`src/rtl/alu_seq_pkg.sv`:
```
// alu_seq_pkg: shared types and constants for the ALU op sequencer.
//   state_t  - sequencer FSM states
//   opcode_t - 3-bit ALU opcode, OPC_* encodings
//   instr_t  - program store word {opcode, a, b} at the default width
//   instr_bits() - instruction width for a given operand width
package alu_seq_pkg;

  localparam int SEQ_WIDTH  = 8;
  localparam int OPC_W      = 3;
  localparam int ADDR_W     = 3;
  localparam int PROG_DEPTH = 8;

  typedef enum logic [2:0] {
    S_IDLE   = 3'd0,
    S_FETCH  = 3'd1,
    S_ISSUE  = 3'd2,
    S_WAIT   = 3'd3,
    S_DONE   = 3'd4,
    S_SETTLE = 3'd5
  } state_t;

  typedef logic [OPC_W-1:0] opcode_t;

  localparam opcode_t OPC_NOP = 3'd0;
  localparam opcode_t OPC_ADD = 3'd1;
  localparam opcode_t OPC_SUB = 3'd2;
  localparam opcode_t OPC_AND = 3'd3;
  localparam opcode_t OPC_OR  = 3'd4;
  localparam opcode_t OPC_XOR = 3'd5;
  localparam opcode_t OPC_SHL = 3'd6;
  localparam opcode_t OPC_SHR = 3'd7;

  typedef struct packed {
    opcode_t              opcode;
    logic [SEQ_WIDTH-1:0] a;
    logic [SEQ_WIDTH-1:0] b;
  } instr_t;

  function automatic int instr_bits(input int w);
    return OPC_W + 2 * w;
  endfunction

endpackage

```
`src/rtl/seq_prog_store.sv`:
```
// seq_prog_store: 8-entry instruction register file.
//   clk, reset (async, active low: clears every entry)
//   we/waddr/wdata - synchronous write port
//   raddr/rdata    - combinational read port (returns pre-write contents
//                    in the cycle of a same-index write)
module seq_prog_store
  import alu_seq_pkg::*;
#(
  parameter int DW = 19
) (
  input  logic              clk,
  input  logic              reset,
  input  logic              we,
  input  logic [ADDR_W-1:0] waddr,
  input  logic [DW-1:0]     wdata,
  input  logic [ADDR_W-1:0] raddr,
  output logic [DW-1:0]     rdata
);

  logic [PROG_DEPTH-1:0][DW-1:0] mem;

  always_ff @(posedge clk or negedge reset) begin
    if (!reset)  mem <= '0;
    else if (we) mem[waddr] <= wdata;
  end

  assign rdata = mem[raddr];

endmodule

```
`src/rtl/alu_op_sequencer.sv`:
```
// alu_op_sequencer: fetches the instruction at the generator-supplied
// address, issues it to the ALU over valid/ready, captures the result and
// pulses op_done/res_valid. After each op it waits ADDR_SETTLE cycles so the
// generator's registered address update is visible before the next fetch.
//   clk, reset (async, active low)
//   start/stop               - run control (start pulse, stop level)
//   address                  - op address from the address generator
//   prog_we/prog_addr/prog_data - program store write port
//   alu_valid/alu_ready, alu_opcode/alu_a/alu_b - ALU request
//   alu_res_valid/alu_result - ALU response
//   op_done, res_valid, res_addr, res_data, op_count, busy, err - status
// Optional: define SEQ_TIMEOUT_EN to enable the WAIT watchdog (err flag).
module alu_op_sequencer
  import alu_seq_pkg::*;
#(
  parameter int WIDTH       = 8,
  parameter int ADDR_SETTLE = 2,
  parameter int TIMEOUT_CYC = 64
) (
  input  logic                        clk,
  input  logic                        reset,
  input  logic                        start,
  input  logic                        stop,
  input  logic [ADDR_W-1:0]           address,
  input  logic                        prog_we,
  input  logic [ADDR_W-1:0]           prog_addr,
  input  logic [OPC_W+2*WIDTH-1:0]    prog_data,
  output logic                        alu_valid,
  input  logic                        alu_ready,
  output logic [OPC_W-1:0]            alu_opcode,
  output logic [WIDTH-1:0]            alu_a,
  output logic [WIDTH-1:0]            alu_b,
  input  logic                        alu_res_valid,
  input  logic [WIDTH-1:0]            alu_result,
  output logic                        op_done,
  output logic                        res_valid,
  output logic [ADDR_W-1:0]           res_addr,
  output logic [WIDTH-1:0]            res_data,
  output logic [7:0]                  op_count,
  output logic                        busy,
  output logic                        err
);

  localparam int IW   = instr_bits(WIDTH);
  localparam int SW   = (ADDR_SETTLE < 1) ? 1 : $clog2(ADDR_SETTLE + 1);
  localparam int WD_W = $clog2(TIMEOUT_CYC + 1);

  if (ADDR_SETTLE < 0 || TIMEOUT_CYC < 1) begin : g_param_chk
    $error("alu_op_sequencer: ADDR_SETTLE must be >= 0 and TIMEOUT_CYC >= 1");
  end

  typedef struct packed {
    opcode_t          opcode;
    logic [WIDTH-1:0] a;
    logic [WIDTH-1:0] b;
  } issue_t;

  state_t            state, nxt;
  issue_t            rd_instr, iss;
  logic [ADDR_W-1:0] cur_addr;
  logic [SW-1:0]     settle_cnt;
  logic              settle_last;
  logic              capture;
  logic              wd_expire;
  logic              to_flag;  // current DONE was reached by timeout

  seq_prog_store #(.DW(IW)) u_store (
    .clk   (clk),
    .reset (reset),
    .we    (prog_we),
    .waddr (prog_addr),
    .wdata (prog_data),
    .raddr (address),
    .rdata (rd_instr)
  );

  assign settle_last = (settle_cnt == SW'(ADDR_SETTLE - 1));
  // Result arrives either in the handshake cycle itself or later in WAIT.
  assign capture = alu_res_valid &&
                   ((state == S_ISSUE && alu_ready) || state == S_WAIT);

`ifdef SEQ_TIMEOUT_EN
  logic [WD_W-1:0] wd_cnt;
  logic            err_q;

  // A result arriving on the limit cycle wins over the timeout.
  assign wd_expire = (state == S_WAIT) && !alu_res_valid &&
                     (wd_cnt == WD_W'(TIMEOUT_CYC - 1));

  always_ff @(posedge clk or negedge reset) begin
    if (!reset) begin
      wd_cnt  <= '0;
      err_q   <= 1'b0;
      to_flag <= 1'b0;
    end else begin
      wd_cnt  <= (state == S_WAIT) ? wd_cnt + 1'b1 : '0;
      err_q   <= err_q | wd_expire;
      to_flag <= wd_expire;
    end
  end

  assign err = err_q;
`else
  assign wd_expire = 1'b0;
  assign to_flag   = 1'b0;
  assign err       = 1'b0;
`endif

  // State register
  always_ff @(posedge clk or negedge reset) begin
    if (!reset) state <= S_IDLE;
    else        state <= nxt;
  end

  // Next-state logic
  always_comb begin
    nxt = state;
    case (state)
      S_IDLE:   if (start) nxt = S_FETCH;
      S_FETCH:  nxt = S_ISSUE;
      S_ISSUE:  if (alu_ready) nxt = alu_res_valid ? S_DONE : S_WAIT;
      S_WAIT:   if (alu_res_valid || wd_expire) nxt = S_DONE;
      S_DONE: begin
        if (stop)                  nxt = S_IDLE;
        else if (ADDR_SETTLE == 0) nxt = S_FETCH;
        else                       nxt = S_SETTLE;
      end
      S_SETTLE: begin
        if (stop)             nxt = S_IDLE;
        else if (settle_last) nxt = S_FETCH;
      end
      default:  nxt = S_IDLE;
    endcase
  end

  // Outputs decoded from state
  always_comb begin
    alu_valid = (state == S_ISSUE);
    op_done   = (state == S_DONE);
    res_valid = (state == S_DONE) && !to_flag;
    busy      = (state != S_IDLE);
  end

  // Datapath: issue registers, result capture, counters
  always_ff @(posedge clk or negedge reset) begin
    if (!reset) begin
      iss        <= '{opcode: OPC_NOP, a: '0, b: '0};
      cur_addr   <= '0;
      res_addr   <= '0;
      res_data   <= '0;
      op_count   <= '0;
      settle_cnt <= '0;
    end else begin
      if (state == S_FETCH) begin
        cur_addr <= address;
        iss      <= rd_instr;
      end
      if (capture) begin
        res_data <= alu_result;
        res_addr <= cur_addr;
      end
      if (state == S_DONE && !to_flag) op_count <= op_count + 8'd1;
      settle_cnt <= (state == S_SETTLE) ? settle_cnt + 1'b1 : '0;
    end
  end

  assign alu_opcode = iss.opcode;
  assign alu_a      = iss.a;
  assign alu_b      = iss.b;

endmodule

```
`config.mk`:
```
export PLATFORM = sky130hd
export DESIGN_NAME = alu_op_sequencer
export DESIGN_NICKNAME = d
export VERILOG_FILES = /design/src/rtl/alu_seq_pkg.sv /design/src/rtl/seq_prog_store.sv /design/src/rtl/alu_op_sequencer.sv
export SDC_FILE = /design/constraint.sdc
export NUM_CORES = 1
export LEC_CHECK = 0
export CAP_MARGIN = 20
export CORE_ASPECT_RATIO = 1.2
export CORE_MARGIN = 10
export CORE_UTILIZATION = 60
export CTS_CLUSTER_DIAMETER = 40
export DETAILED_ROUTE_END_ITERATION = 8
export PLACE_DENSITY = 0.89
export SYNTH_ARGS = -nofsm -noshare
export SYNTH_HDL_FRONTEND = slang
export SYNTH_SLANG_ARGS = --single-unit
```
`constraint.sdc`:
```
create_clock -name clk -period 3.15 [get_ports clk]
set_input_delay 0.315 -clock clk [delete_from_list [all_inputs] [get_ports clk]]
set_output_delay 0.315 -clock clk [all_outputs]
set_load 0.05 [all_outputs]
```
* Word-level counts from Yosys, hierarchy flattened *
Index checks and enable logic that the tools add are counted.

storage, ports and cells
  bits of input ports = 40
  register bits = 198
  logic and storage cells = 53
  output and inout port bits = 43

operators by class
  reductions and logical operators = 7
  equal/unequal tests = 10
  multiplexer cells = 14
  add/sub/neg operators = 2
  order comparisons = 3

operators with widths
  kind                   number
  $bwmux W152            1
  $bmux W19 S3           1
  $demux W19 S3          1
  $mux W19               2
  $mux W3                7
  $pmux W3 S6            1
  $add A8 B1 Y8 const B  1
  $lt A3 B4 Y1 const B   2
  $eq A3 B2 Y1 const B   2
  $eq A3 B3 Y1 const B   2
  $ne A2 B2 Y1 const B   2
  $reduce_and A4 Y1      1
  $eq A3 B1 Y1 const B   1
  $ge A3 B1 Y1 const B   1
  $logic_and A1 B1 Y1    3
  $logic_not A3 Y1       1
  $ne A3 B3 Y1 const B   1
  $reduce_bool A3 Y1     1
  $add A2 B1 Y2 const B  1
  $eq A2 B1 Y1 const B   1
  $mux W2                1
  $ne A2 B1 Y1 const B   1
  $logic_or A1 B1 Y1     1

* Depth between registers and ports, before layout *
  depth in word-level cells = 5
  depth in mapped cells = 6
  mapped depth without buffers = 5

* Modules after synthesis *
A second synthesis with hierarchy kept.

unflattened totals
  cell total of the unflattened synthesis = 521
  area total of the unflattened synthesis = 9062.4 sq um

modules (own cells, without submodules)
  module            instances  sequential area each (sq um)  cells each  area each (sq um)
  seq_prog_store    1          3803.6                        394         7103.1
  alu_op_sequencer  1          1151.1                        127         1959.4

* Worst setup path before layout *
No wires, ideal clock.

  kind = register to output
  from = reg state[0]
  to = out res_valid
  arrival time = 1361 ps
  data required time = 2835 ps
  stages on the path, launching flop included = 5
  buffers on the path = 3
  setup slack = 1474 ps
  path through = dfrtp_1 > clkbuf_1 > nor3b_1 > buf_2 > buf_4

between the ends
  cells in the longest elaborated chain, start to end = 1

RTL lines
  element                 line                     text
  start, declared         alu_op_sequencer.sv:58   state_t state, nxt;
  start signal, assigned  alu_op_sequencer.sv:112  else state <= nxt;
  $eq A3 B3 Y1            n/a
  end, declared           alu_op_sequencer.sv:36   output logic res_valid,

No other way between the ends.

* Worst setup path after layout *
  from = reg state[0]
  to = out res_valid

between the ends
  cells in the longest elaborated chain, start to end = 1

RTL lines
  element       line                     text
  $eq A3 B3 Y1  alu_op_sequencer.sv:140  res_valid = (state == S_DONE) && !to_flag;

No other way between the ends.

==> summary.txt <==
Outcome
  – Outcome: finished clean

Clocking
  – CTS tree: built
  – TritonCTS Sinks: 198
  – Clock Path Buffers: 2
  – Post-CTS Setup Inserts: 0
  – CTS resizes: 0
  – Clk root buf: clkbuf_16
  – Worst-path clk slew: 0.07 ns
  – Htree depth: 4
  – CTS Buf Count: 17
  – Worst-Skew Late Latency: 0.43 ns
  – Hold_buf cts: 1

Logic synthesis
  – Top cells by count, synth: mux2_2, dfrtp_1, mux2i_1
  – Adder-cell share of the synthesized area: 0.00284
  – Ys async rst share: 1.00
  – Synthesized netlist net count: 660
  – Syn avg cell area: 14.3 µm²
  – Post-synthesis cell area: 8810 µm²
  – Mux cell area share after synthesis: 0.304
  – Synth Area in Compound Gates: 0.0547
  – Synth Area in XOR/XNOR: 0.00696
  – Seq/Total Area, Yosys: 0.562
  – Top post-synthesis cells by area: dfrtp_1, mux2_2, mux2i_1, a22o_1, o31ai_1
  – Post-synthesis cell type count: 39
  – Synth warn: 0
  – Yosys reg bits: approximately 200
  – Largest family of logic cells by synthesized area: multiplexers
  – Post-synth EDFFs: 0
  – Top-count cell post-synth: mux2_2
  – Top cell type's share of synthesized area: 0.562
  – Post-synth top area cell: dfrtp_1
  – Simple-gate share of the synthesized area: 0.0389
  – Ys flop type: dfrtp_1
  – Cells after synthesis: 618

Final layout
  – FF/Latch Area: 4950 µm²
  – Fin nets: 741
  – Fillers: roughly 920
  – Layout cells sized above 1: 0.367
  – Multi-input gate area: 3600 µm²
  – Non-filler instance count after layout: 887
  – Diode count: 0
  – Post-route cell area: 10300 µm²
  – Layout area overhead: 17.1%

STA
  – Min Tclk post-route: 2.55 ns
  – Min Hold Slack: between 0.4 and 0.5 ns
  – Final Slew Violations: 0
  – Final Hold Violating Endpoints: 0
  – Final period util: 0.809
  – Worst Max-Slew Pin Slew: 0.916 ns
  – Clock skew: 0.00813 ns
  – Maximum operating frequency: 392 MHz
  – Slew HR: 0.387
  – Final setup vio count: 0
  – RSZ-0062 raised after global routing: false
  – Setup TNS: 0 ns

Pwr
  – Worst ir drop on vdd: 0.534 mV
  – Clock Power Share: 0.235
  – Sw Pwr: between 2000 and 3000 µW
  – Internal power: between 5000 and 6000 µW
  – Logic pwr share: 0.333
  – Sequential power share: 0.432
  – Lkg Pwr: 0.00446 µW
  – Sw Ratio: 0.346
  – Power per Cell Area: 821 nW/µm²

GRT
  – First-pass GRT wire length: about 31 mm
  – Vias in the first global route: between 5000 and 6000
  – Total GRT Usage: 0.200
  – Initial antenna violation count: 0
  – Maximum number of pins on one net before global-route repair: 77
  – GR Overflow Total: 0

Flow run
  – Max_cap viols: 0

Die
  – Die Y: 153 µm
  – # IOs: 83
  – Area of the core: 14400 µm²
  – Starting Density: 0.611
  – # rows: 48
  – Die X-Extent: 131 µm
  – Die ar.: 20000 µm²

Critical path
  – Crit path kind: register to output pin
  – Crit end category: output pin
  – WP data arrival: 2.23 ns
  – Worst R2R End: res_addr[1]
  – Slowest cell on crit path: clkdlybuf4s50_1
  – Delay-heaviest family, CP: buffers and inverters
  – Buf+Inv Stages, Crit Path: 2
  – Worst-path maximum fanout: 12
  – Worst path required time: between 2 and 3 ns
  – Worst R2R Path Depth: 3
  – R2R Path Start: state[0]
  – R2R setup slack: roughly 1.2 ns
  – Startpoint Class: register
  – Critical path cell sequence: nor3b_1 -> buf_4 -> clkdlybuf4s50_1
  – Largest stage delay, worst path: between 0.8 and 0.9 ns

Place
  – Dpl cell area: approximately 9800 µm²
  – HPWL after DPL: around 12 mm
  – I/O Buffers: 81
  – Routability congestion estimate: between 0.7 and 0.8
  – Cells after DPL: 854

Routing
  – DRC Markers: 0
  – Post-DRT Antenna Nets: 0
  – Via density: 6.13
  – Vias post-DR: 5439
  – Total wire length: approximately 19 mm
  – Pre-Repair DR Iteration Count: 4
  – Initial DRC Count: 345
  – Routed WL per cell: 21.8 µm

Worst hold path
  – HP Class: input port to async pin
## worst max-delay path by stage
stage | end | cells past startpoint | startpoint
global placement | res_data[5] | 4 | alu_res_valid
CTS | res_valid | 3 | state[0]
global route | res_valid | 3 | state[0]
finish | res_valid | 3 | state[0]
detailed placement | res_addr[1] | 4 | alu_res_valid
floorplan | res_valid | 4 | state[0]
## sequential cells by signal, summed over array words and instances (netlist names)
signal and count:
op_count 8, alu_b 8, res_addr 3, u_store.mem 152
settle_cnt 2, cur_addr 3, alu_opcode 3, res_data 8
alu_a 8, state 3
## power by group through the flow
stage,sequential (µW),clock (µW),combinational (µW)
global placement,3620,0,2710
floorplan,4280,0,1260
global route,3740,2120,3000
finish,3660,1990,2820
CTS,3650,2020,2850
detailed placement,3680,0,2820
## metal layers
layer	vias up	part of all wire	GRT usage
li1	2427	-	-
met1	2879	0.41	0.240
met2	104	0.53	0.343
met3	29	0.035	0.0439
met4	0	0.020	0.0700
met5	-	0	0
## area by class of cell
| class | instances | share of cell area |
|---|---|---|
| Sequential cell | 198 | 0.480 |
| Multi-Input combinational cell | 377 | 0.349 |
| Timing Repair Buffer | 103 | 0.0961 |
| Clock buffer | 26 | 0.0484 |
| Tap cell | 175 | 0.0212 |
| Clock inverter | 6 | 0.00424 |
| Inverter | 2 | 0.000727 |
## through the flow
step	power (µW)	setup WS, ns	utilization
after floorplan	5540	1.47	-
after global placement	6330	1.05	0.678
after detailed placement	6500	0.942	0.678
after CTS	8510	0.589	0.716
after global routing	8850	0.501	0.716
final	8470	0.601	0.716
## cells in the final DEF (no fill, tap or decap), types with 3 or more instances in the layout
master	synthesis	final
a22o_1	18	18
buf_4	10	21
clkbuf_1	8	5
clkbuf_16	0	17
clkbuf_8	0	5
clkdlybuf4s50_1	0	79
clkinvlp_4	0	4
dfrtp_1	198	198
mux2_2	205	205
mux2i_1	37	37
nand2_1	27	27
nand2b_1	4	4
nand4_1	4	4
nand4b_1	3	3
nor2_1	6	6
nor2b_1	3	3
o22ai_1	19	19
o31ai_1	18	18
xnor2_1	6	6
## cells by family (layout without fill, tap and decap cells)
kind of cell             Yosys count  after routing
buffers and inverters             43            137
AND/OR/NAND/NOR                   60             60
flip-flops                       198            198
adder cells (fa/ha/maj)            2              2
multiplexers                     242            242
AO/OA/AOI/OAI                     65             65
other                              1              1
XOR/XNOR                           7              7
## worst reg2reg max path, delay by kind of cell, from the launching register on
family / cells / cell delay, ns
DFF: 1 / 0.54
AOI/OAI and AO/OA: 1 / 0.18
muxes: 1 / 0.43
and+or+nand+nor: 1 / 0.72
Power figures use the tool's default switching activity.
